<file path="src/rtl/tdm_pwm_pkg.sv">
// -----------------------------------------------------------------------------
// tdm_pwm_pkg
// Shared constants and types for the TDM PWM update scheduler.
//   NUM_CH / IDX_W / TGT_W : channel count, index width and target width,
//                            fixed to match the PWM core's pwm_bus
//   tgt_t, ch_mask_t, ch_idx_t : target word, per-channel mask, channel index
//   sched_state_e          : scheduler FSM states
//   onehot()               : channel index to one-hot channel mask
// -----------------------------------------------------------------------------
`timescale 1ns/1ps
package tdm_pwm_pkg;

    localparam int NUM_CH = 16;
    localparam int IDX_W  = 4;
    localparam int TGT_W  = 64;

    typedef logic [TGT_W-1:0]  tgt_t;
    typedef logic [NUM_CH-1:0] ch_mask_t;
    typedef logic [IDX_W-1:0]  ch_idx_t;

    typedef enum logic {
        IDLE  = 1'b0,
        DRAIN = 1'b1
    } sched_state_e;

    function automatic ch_mask_t onehot(input ch_idx_t idx);
        return ch_mask_t'(1) << idx;
    endfunction

endpackage

</file>
<file path="src/rtl/tdm_rr_pick.sv">
// -----------------------------------------------------------------------------
// tdm_rr_pick
// Combinational rotating priority encoder: returns the first requesting
// channel at or above i_ptr, wrapping from the top channel back to 0.
//   i_req   : request mask, one bit per channel
//   i_ptr   : channel that has highest priority this cycle
//   o_found : at least one request is set
//   o_idx   : selected channel (i_ptr when nothing is requested)
// -----------------------------------------------------------------------------
`timescale 1ns/1ps
module tdm_rr_pick
    import tdm_pwm_pkg::*;
(
    input  ch_mask_t i_req,
    input  ch_idx_t  i_ptr,
    output logic     o_found,
    output ch_idx_t  o_idx
);

    // The index sum is IDX_W bits wide, so it wraps at NUM_CH for free.
    // NOTE: every output of an always_comb gets a default first, so no path leaves it unassigned and no latch is inferred.
    always_comb begin
        o_found = 1'b0;
        o_idx   = i_ptr;
        for (int i = 0; i < NUM_CH; i++) begin
            if (!o_found && i_req[i_ptr + IDX_W'(i)]) begin
                o_found = 1'b1;
                o_idx   = i_ptr + IDX_W'(i);
            end
        end
    end

endmodule

</file>
<file path="src/rtl/tdm_pwm_update_sched.sv">
// -----------------------------------------------------------------------------
// tdm_pwm_update_sched
// Serialises host target writes onto the PWM core's single update port.
// Writes land in a shadow register file and set a pending bit; pending
// channels are issued round-robin with at least ISSUE_GAP cycles between
// update pulses. In sync mode writes are held until commit, then drained as
// one atomic batch while the write port is closed.
//   clk, rst_n              : clock, asynchronous active-low reset
//   en                      : 0 freezes issuing (writes still accepted)
//   wr_valid/wr_ready       : host write handshake; wr_idx/wr_target payload
//   sync_mode, commit       : hold-until-commit mode and its batch strobe
//   update_en/update_idx/target_in : registered update port to the PWM core
//   busy, pend_mask, coalesce_cnt  : status
// -----------------------------------------------------------------------------
`timescale 1ns/1ps
module tdm_pwm_update_sched
    import tdm_pwm_pkg::*;
#(
    parameter int unsigned ISSUE_GAP = 2
)
(
    input  logic              clk,
    input  logic              rst_n,
    input  logic              en,
    input  logic              wr_valid,
    output logic              wr_ready,
    input  logic [IDX_W-1:0]  wr_idx,
    input  logic [TGT_W-1:0]  wr_target,
    input  logic              sync_mode,
    input  logic              commit,
    output logic              update_en,
    output logic [IDX_W-1:0]  update_idx,
    output logic [TGT_W-1:0]  target_in,
    output logic              busy,
    output logic [NUM_CH-1:0] pend_mask,
    output logic [15:0]       coalesce_cnt
);

    localparam int GAP_W = (ISSUE_GAP > 1) ? $clog2(ISSUE_GAP) : 1;
    localparam logic [GAP_W-1:0] GAP_LOAD = GAP_W'(ISSUE_GAP - 1);

    sched_state_e     r_state;
    sched_state_e     w_state_nxt;
    tgt_t             r_shadow [NUM_CH];
    ch_mask_t         r_pend;
    ch_mask_t         r_batch;
    ch_idx_t          r_rr_ptr;
    logic [GAP_W-1:0] r_gap;
    logic             r_update_en;
    ch_idx_t          r_update_idx;
    tgt_t             r_target;
    logic [15:0]      r_coal;

    ch_mask_t w_cand;
    ch_mask_t w_set;
    ch_mask_t w_clr;
    ch_idx_t  w_pick_idx;
    logic     w_pick_found;
    logic     w_issue;
    logic     w_wr_fire;
    logic     w_batch_load;
    logic     w_coal_inc;

    // The write port is closed for the whole drain so the batch stays atomic.
    assign wr_ready  = (r_state == IDLE);
    assign w_wr_fire = wr_valid && wr_ready;

    // Candidates: the latched batch while draining, the live pending set in
    // immediate mode, nothing while sync mode is collecting writes.
    always_comb begin
        w_cand = '0;
        if (r_state == DRAIN) begin
            w_cand = r_batch;
        end else if (!sync_mode) begin
            w_cand = r_pend;
        end
    end

    tdm_rr_pick u_pick (
        .i_req   (w_cand),
        .i_ptr   (r_rr_ptr),
        .o_found (w_pick_found),
        .o_idx   (w_pick_idx)
    );

    assign w_issue = en && (r_gap == '0) && w_pick_found;
    assign w_set   = w_wr_fire ? onehot(wr_idx) : '0;
    assign w_clr   = w_issue ? onehot(w_pick_idx) : '0;

    // A write that lands on the channel being issued this cycle is not an
    // overwrite of pending data: the issue takes the old value out.
    assign w_coal_inc = w_wr_fire && r_pend[wr_idx]
                        && !(w_issue && (w_pick_idx == wr_idx))
                        && (r_coal != 16'hFFFF);

    // FSM next state
    always_comb begin
        w_state_nxt  = r_state;
        w_batch_load = 1'b0;
        case (r_state)
            IDLE: begin
                if (commit && sync_mode && (r_pend != '0)) begin
                    w_state_nxt  = DRAIN;
                    w_batch_load = 1'b1;
                end
            end
            DRAIN: begin
                if (r_batch == '0) begin
                    w_state_nxt = IDLE;
                end
            end
            default: w_state_nxt = IDLE;
        endcase
    end

    // NOTE: sequential state uses non-blocking assignments so every register samples pre-edge values regardless of statement order.
    always_ff @(posedge clk or negedge rst_n) begin
        if (!rst_n) begin
            r_state <= IDLE;
        end else begin
            r_state <= w_state_nxt;
        end
    end

    always_ff @(posedge clk or negedge rst_n) begin
        if (!rst_n) begin
            r_pend       <= '0;
            r_batch      <= '0;
            r_rr_ptr     <= '0;
            r_gap        <= '0;
            r_update_en  <= 1'b0;
            r_update_idx <= '0;
            r_target     <= '0;
            r_coal       <= '0;
        end else begin
            // Set wins over clear so a colliding write re-arms the channel.
            r_pend <= (r_pend & ~w_clr) | w_set;

            if (w_batch_load) begin
                r_batch <= r_pend;
            end else begin
                r_batch <= r_batch & ~w_clr;
            end

            r_update_en <= w_issue;
            if (w_issue) begin
                r_update_idx <= w_pick_idx;
                r_target     <= r_shadow[w_pick_idx];
                r_rr_ptr     <= w_pick_idx + IDX_W'(1);
                r_gap        <= GAP_LOAD;
            end else if (r_gap != '0) begin
                r_gap <= r_gap - GAP_W'(1);
            end

            if (w_coal_inc) begin
                r_coal <= r_coal + 16'd1;
            end
        end
    end

    // NOTE: the shadow file has no reset; a channel is only read after a write has set its pending bit.
    always_ff @(posedge clk) begin
        if (w_wr_fire) begin
            r_shadow[wr_idx] <= wr_target;
        end
    end

    assign update_en    = r_update_en;
    assign update_idx   = r_update_idx;
    assign target_in    = r_target;
    assign pend_mask    = r_pend;
    assign coalesce_cnt = r_coal;
    assign busy         = (r_state == DRAIN) || (!sync_mode && (r_pend != '0));

endmodule
</file>
<file path="config.mk">
export PLATFORM = sky130hd
export DESIGN_NAME = tdm_pwm_update_sched
export DESIGN_NICKNAME = d
export VERILOG_FILES = /design/src/rtl/tdm_pwm_pkg.sv /design/src/rtl/tdm_rr_pick.sv /design/src/rtl/tdm_pwm_update_sched.sv
export SDC_FILE = /design/constraint.sdc
export NUM_CORES = 1
export LEC_CHECK = 0
export ABC_AREA = 1
export CAP_MARGIN = 15
export CORE_UTILIZATION = 40
export DETAILED_ROUTE_END_ITERATION = 8
export GPL_TIMING_DRIVEN = 0
export HOLD_SLACK_MARGIN = 0.15
export PLACE_DENSITY = 0.61
export SYNTH_ARGS = -nofsm -noshare
export SYNTH_HDL_FRONTEND = slang
export SYNTH_SLANG_ARGS = --single-unit
</file>
<file path="constraint.sdc">
create_clock -name clk -period 4.8 [get_ports clk]
set_input_delay 0.96 -clock clk [delete_from_list [all_inputs] [get_ports clk]]
set_output_delay 0.96 -clock clk [all_outputs]
set_load 0.05 [all_outputs]
</file>
==> results of run 1 <==
-- per-stage QoR --
step	instance area [µm²]	util	std cells	setup WS [ps]
floorplan	47400	-	4302	68.1
global placement	51100	0.437	6001	-3590
detailed placement	51900	0.445	6036	-1890
CTS	56900	0.487	6280	8.89
global route	57700	0.494	6294	-75.0
finish	57700	0.494	6294	116
-- sequential cells by signal, indices dropped and copies added (netlist names), 4 cells and up --
signal / count
coalesce_cnt: 16
r_batch: 16
target_in: 64
r_rr_ptr: 4
pend_mask: 16
update_idx: 4
r_shadow: 1024
-- area by class of cell --
class | count | area, µm²
Fill cell | 10200 | 59100
Sequential cell | 1146 | 33800
Multi-Input combinational cell | 2847 | 12800
Clock buffer | 165 | 3290
Timing Repair Buffer | 255 | 2970
Buffer | 219 | 1980
Tap cell | 1524 | 1910
Clock inverter | 51 | 542
Inverter | 87 | 344
-- kinds of logic after synthesis --
logic type,synth area share
AOI/OAI and AO/OA,0.00997
xor gates and xnor gates,0.00369
adders and majority gates,0.00237
buffers and inverters,0.0293
DFF,0.712
and+or+nand+nor,0.242
-- cell usage in the layout, fill, tap and decap left out, types with 16 or more instances in the layout --
| master | n |
|---|---|
| clkbuf_2 | 23 |
| edfxtp_1 | 1024 |
| clkdlybuf4s50_1 | 173 |
| buf_12 | 54 |
| buf_6 | 32 |
| buf_4 | 75 |
| inv_1 | 77 |
| clkinv_2 | 19 |
| o22ai_1 | 30 |
| clkbuf_1 | 44 |
| dfrtp_1 | 120 |
| nand3_2 | 40 |
| buf_2 | 35 |
| clkbuf_8 | 18 |
| buf_8 | 17 |
| o21ai_0 | 16 |
| clkbuf_16 | 121 |
| nand4_1 | 287 |
| nand3_1 | 233 |
| nand2_1 | 2054 |
| nor2_4 | 27 |
| nor2_1 | 51 |
| clkbuf_4 | 37 |
-- timing repair --
| action | 4_1_cts | 5_1_grt |
|---|---|---|
| buffers inserted | 27 | 12 |
| gates cloned | 2 | 4 |
| pin swaps | 12 | 23 |
| resized for setup | 258 | 211 |
| endpoints found under the setup margin | 121 | 118 |
-- routing by layer --
| layer | vias to the layer above | GRT usage | wire length [µm] |
|---|---|---|---|
| met4 | 2 | 0.0614 | 3450 |
| met2 | 1217 | 0.378 | 66900 |
| met1 | 16300 | 0.304 | 58100 |
| met5 | - | 0 | 18 |
| met3 | 201 | 0.0297 | 8940 |
| li1 | 15600 | - | - |
-- critical path: cells and delay by family (launching register included) --
kind,cells,cell delay (ps)
AND/OR/NAND/NOR,20,2660
adder cells (fa/ha/maj),1,220
flip-flops,1,390
buffers and inverters,8,1230
-- path summary, 6_finish.rpt --
| path | from | to | slack, ps | cells after the start |
|---|---|---|---|---|
| min in group clk | target_in[43] | target_in[43] | 480 | 2 |
| max in group asynchronous | rst_n | target_in[18] | 3760 | 2 |
| worst min-delay path | rst_n | target_in[40] | 190 | 1 |
| worst min register to register | target_in[43] | target_in[43] | 480 | 2 |
| worst max register to register | r_rr_ptr[0] | target_in[48] | 120 | 29 |
| worst max-delay path | r_rr_ptr[0] | target_in[48] | 120 | 29 |
==> impl_metrics.json, run 1 <==
{
  "setup_tns_ps": 0,
  "yosysSeqAreaShare": 0.712,
  "slowest_stage": "dfrtp_1",
  "synthArstFlopShare": 0.106,
  "report.final.slew_viol_count": 0,
  "grt_pass1_vias": 31400,
  "synthesis.nets": 4385,
  "ioPinCount": 177,
  "synth_most_common_cell": "nand2_1",
  "synth_warnings": 0,
  "worstMarginPinSlew_ps": 929,
  "fp.dieH_um": 346,
  "cts-root-buf": "clkbuf_16",
  "grt_usage": 0.224,
  "relSlewSlack": 0.373,
  "synth.top_cells.by_area": "edfxtp_1 65%, nand2_1 16%, dfrtp_1 6.4%",
  "drt-total-wl_um": 137000,
  "first_pass_iters": 5,
  "cts.htree.levels": 3,
  "status": "completed",
  "drc": 0,
  "antenna_found_initial": 3,
  "clk_pin_slew_ps": 60,
  "clock_sinks": 1146,
  "dieArea_um2": 120000,
  "port-buffer-count": 175,
  "synth_area_um2": 47400,
  "fin_nets": 4755,
  "yosysTopAreaCellShare": 0.648,
  "drive_gt1_frac": 0.122,
  "numCtsBuffers": 116,
  "dr.first_iter.drc_count": 3038,
  "arrival_ps": 5260,
  "synth-seq-cells": 1146,
  "fin_crit_sh": 0.976,
  "hold_viol": 0,
  "synth_flop_cell": "edfxtp_1",
  "num_vias": 33300,
  "fp.coreArea_um2": 117000,
  "syn_to_final_growth_pct": 21.6,
  "hold-worst-slack_ps": 191,
  "antenna_left": 0,
  "endpoint_kind": "flop",
  "clock_skew_ps": 21.6,
  "routed_via_density": 5.29,
  "min_period_ps": 4680,
  "maxCapViolCount": 0,
  "hp-class": "input pin to asynchronous set/reset pin",
  "ctsHoldBuffers": 0,
  "synth_edf_count": 1024,
  "cts_tree": "done",
  "initial_core_util": 0.406,
  "critical_path_class": "flop to flop",
  "rows": 125,
  "syn-mean-instance-area_um2": 11.0,
  "synth_common_cells": "2069 x nand2_1, 1024 x edfxtp_1, 287 x nand4_1",
  "synth_top_area_cell": "edfxtp_1",
  "ys_types": 40,
  "timing.fmax_ghz": 0.214,
  "cts_buffer_depth": 3,
  "n_antenna_cell": 0,
  "grt_start_max_net_pins": 90,
  "grt_pass1_wl_um": 202000,
  "crit_path_max_incr_delay_ps": 390,
  "grt_overflow": 0,
  "cp.required_ps": 5370,
  "place_congestion": 0.897,
  "wl_per_cell_um": 21.8,
  "worstPathMaxFanout": 10,
  "syn_inst": 4302,
  "dp_hpwl_um": 92200,
  "clock_latency_ps": 700,
  "die_x_um": 346,
  "cp-start-kind": "flop",
  "setup_viol": 0,
  "crit_top_cell": "nand2_1"
}
Power of run 1 is left out: the tool's default activity adds up to more than one toggle a clock period on the data nets, which glitch-free logic cannot reach.
==> inputs of run 2 (changes only) <==
Settings changed: SETUP_SLACK_MARGIN set to 0.02.
==> impl_metrics.json, run 2 (synthesis results as in run 1) <==
{
  "clock_skew_ps": 20.2,
  "fin_nets": 4753,
  "cts-root-buf": "clkbuf_16",
  "grt_usage": 0.224,
  "ioPinCount": 177,
  "first_pass_iters": 8,
  "antenna_found_initial": 3,
  "gr-usage-met3": 0.0297,
  "largest_register_ffs": 1024,
  "report.final.slew_viol_count": 0,
  "clock_latency_ps": 700,
  "layout_common_cells": "2051 x nand2_1, 1024 x edfxtp_1, 287 x nand4_1",
  "status": "completed",
  "port-buffer-count": 175,
  "wl_per_cell_um": 21.8,
  "grt_pass1_wl_um": 202000,
  "grt_start_max_net_pins": 90,
  "top_register": "r_shadow",
  "grt_overflow": 0,
  "cp-start-kind": "flop",
  "hold_viol": 0,
  "ctsHoldBuffers": 0,
  "worstMarginPinSlew_ps": 943,
  "maxCapViolCount": 0,
  "drt-total-wl_um": 137000,
  "top_usage_layer": "met2",
  "rr_worst_depth": 29,
  "rr_startpoint": "r_rr_ptr[0]",
  "r2r_end": "target_in[12]",
  "num_vias": 33400,
  "fin_crit_sh": 0.972,
  "slowest_stage": "dfrtp_1",
  "hold-worst-slack_ps": 189,
  "syn_to_final_growth_pct": 21.6,
  "dr.first_iter.drc_count": 3062,
  "dieArea_um2": 120000,
  "setup_viol": 0,
  "fp.coreArea_um2": 117000,
  "arrival_ps": 5250,
  "met2_usage": 0.378,
  "min_period_ps": 4670,
  "routed_via_density": 5.30,
  "grt_pass1_vias": 31400,
  "endpoint_kind": "flop",
  "critical_path_class": "flop to flop",
  "drive_gt1_frac": 0.122,
  "crit_path_max_incr_delay_ps": 400,
  "setup.worst_path.start": "r_rr_ptr[0]",
  "clock_sinks": 1146,
  "layout_commonest_cell": "nand2_1",
  "worstPathMaxFanout": 10,
  "die_x_um": 346,
  "fp.dieH_um": 346,
  "antenna_left": 0,
  "instances_no_fill": 6292,
  "relSlewSlack": 0.363,
  "reg2reg_slack_ps": 130,
  "timing.fmax_ghz": 0.214,
  "critPathCapture": "target_in[12]",
  "dp_hpwl_um": 92200,
  "clk_pin_slew_ps": 60,
  "cts_buffer_depth": 3,
  "cp.required_ps": 5380,
  "hp-class": "input pin to asynchronous set/reset pin",
  "drc": 0,
  "cts_tree": "done",
  "n_antenna_cell": 0,
  "crit_top_cell": "nand2_1",
  "initial_core_util": 0.406,
  "cts.htree.levels": 3,
  "numCtsBuffers": 116,
  "place_congestion": 0.897,
  "use_met1": 0.304,
  "numPlacedInstances": 6036,
  "rows": 125
}
run 2: cell count changes in the layout (fill, tap and decap cells not counted), moves of 2 or more:
cell,change
buf_4,-6
buf_6,+3
buf_8,-3
clkbuf_2,-2
clkbuf_4,+3
nand2_1,-3
nand2_2,+3
run 2: timing repair:
action,in CTS,in global routing
pin swaps,13,27
endpoints found under the setup margin,121,119
resized for setup,262,215
setup buffers,28,9
cloned,2,4
run 2: worst max-delay path: cells and delay by family, from the launching register on:
family	cells	cell delay, ps
simple gates	20	2690
buf+inv	8	1240
fa+ha+maj	1	220
flops	1	400
run 2: layout make-up:
| cell class | instances | area, µm² |
|---|---|---|
| buffer | 219 | 2000 |
| clock buffer | 165 | 3290 |
| clock inverter | 51 | 542 |
| fill | 10200 | 59100 |
| inverter | 87 | 344 |
| multi-input combinational | 2847 | 12900 |
| sequential | 1146 | 33800 |
| tap | 1524 | 1910 |
| timing repair buffer | 253 | 2960 |
run 2: how the worst min path moves through the flow:
stage | start | endpoint | slack (ps) | cells after the start
6_report | rst_n | target_in[40] | 190 | 1
5_1_grt | rst_n | target_in[40] | 210 | 1
4_1_cts | rst_n | target_in[40] | 190 | 1
3_5_place_dp | target_in[12] | target_in[12] | 460 | 2
3_3_place_gp | target_in[32] | target_in[32] | 460 | 2
2_1_floorplan | r_batch[15] | r_batch[15] | 500 | 2
run 2: per-stage QoR:
step	utilization	instance area, µm²	TNS, ps	setup WS [ps]
2_1_floorplan	-	47400	0	68.1
3_3_place_gp	0.437	51100	-3922820	-3590
3_5_place_dp	0.445	51900	-185550	-1890
4_1_cts	0.487	56900	0	21.0
5_1_grt	0.494	57700	-1440	-69.0
6_report	0.494	57700	0	132
run 2: routing by layer:
metal  part of all wire  vias to the layer above
met4              0.026                        2
li1                   -                    15600
met1               0.42                    16300
met3              0.063                      212
met2               0.49                     1214
met5            0.00013                        -
Power of run 2 is left out for the same reason.
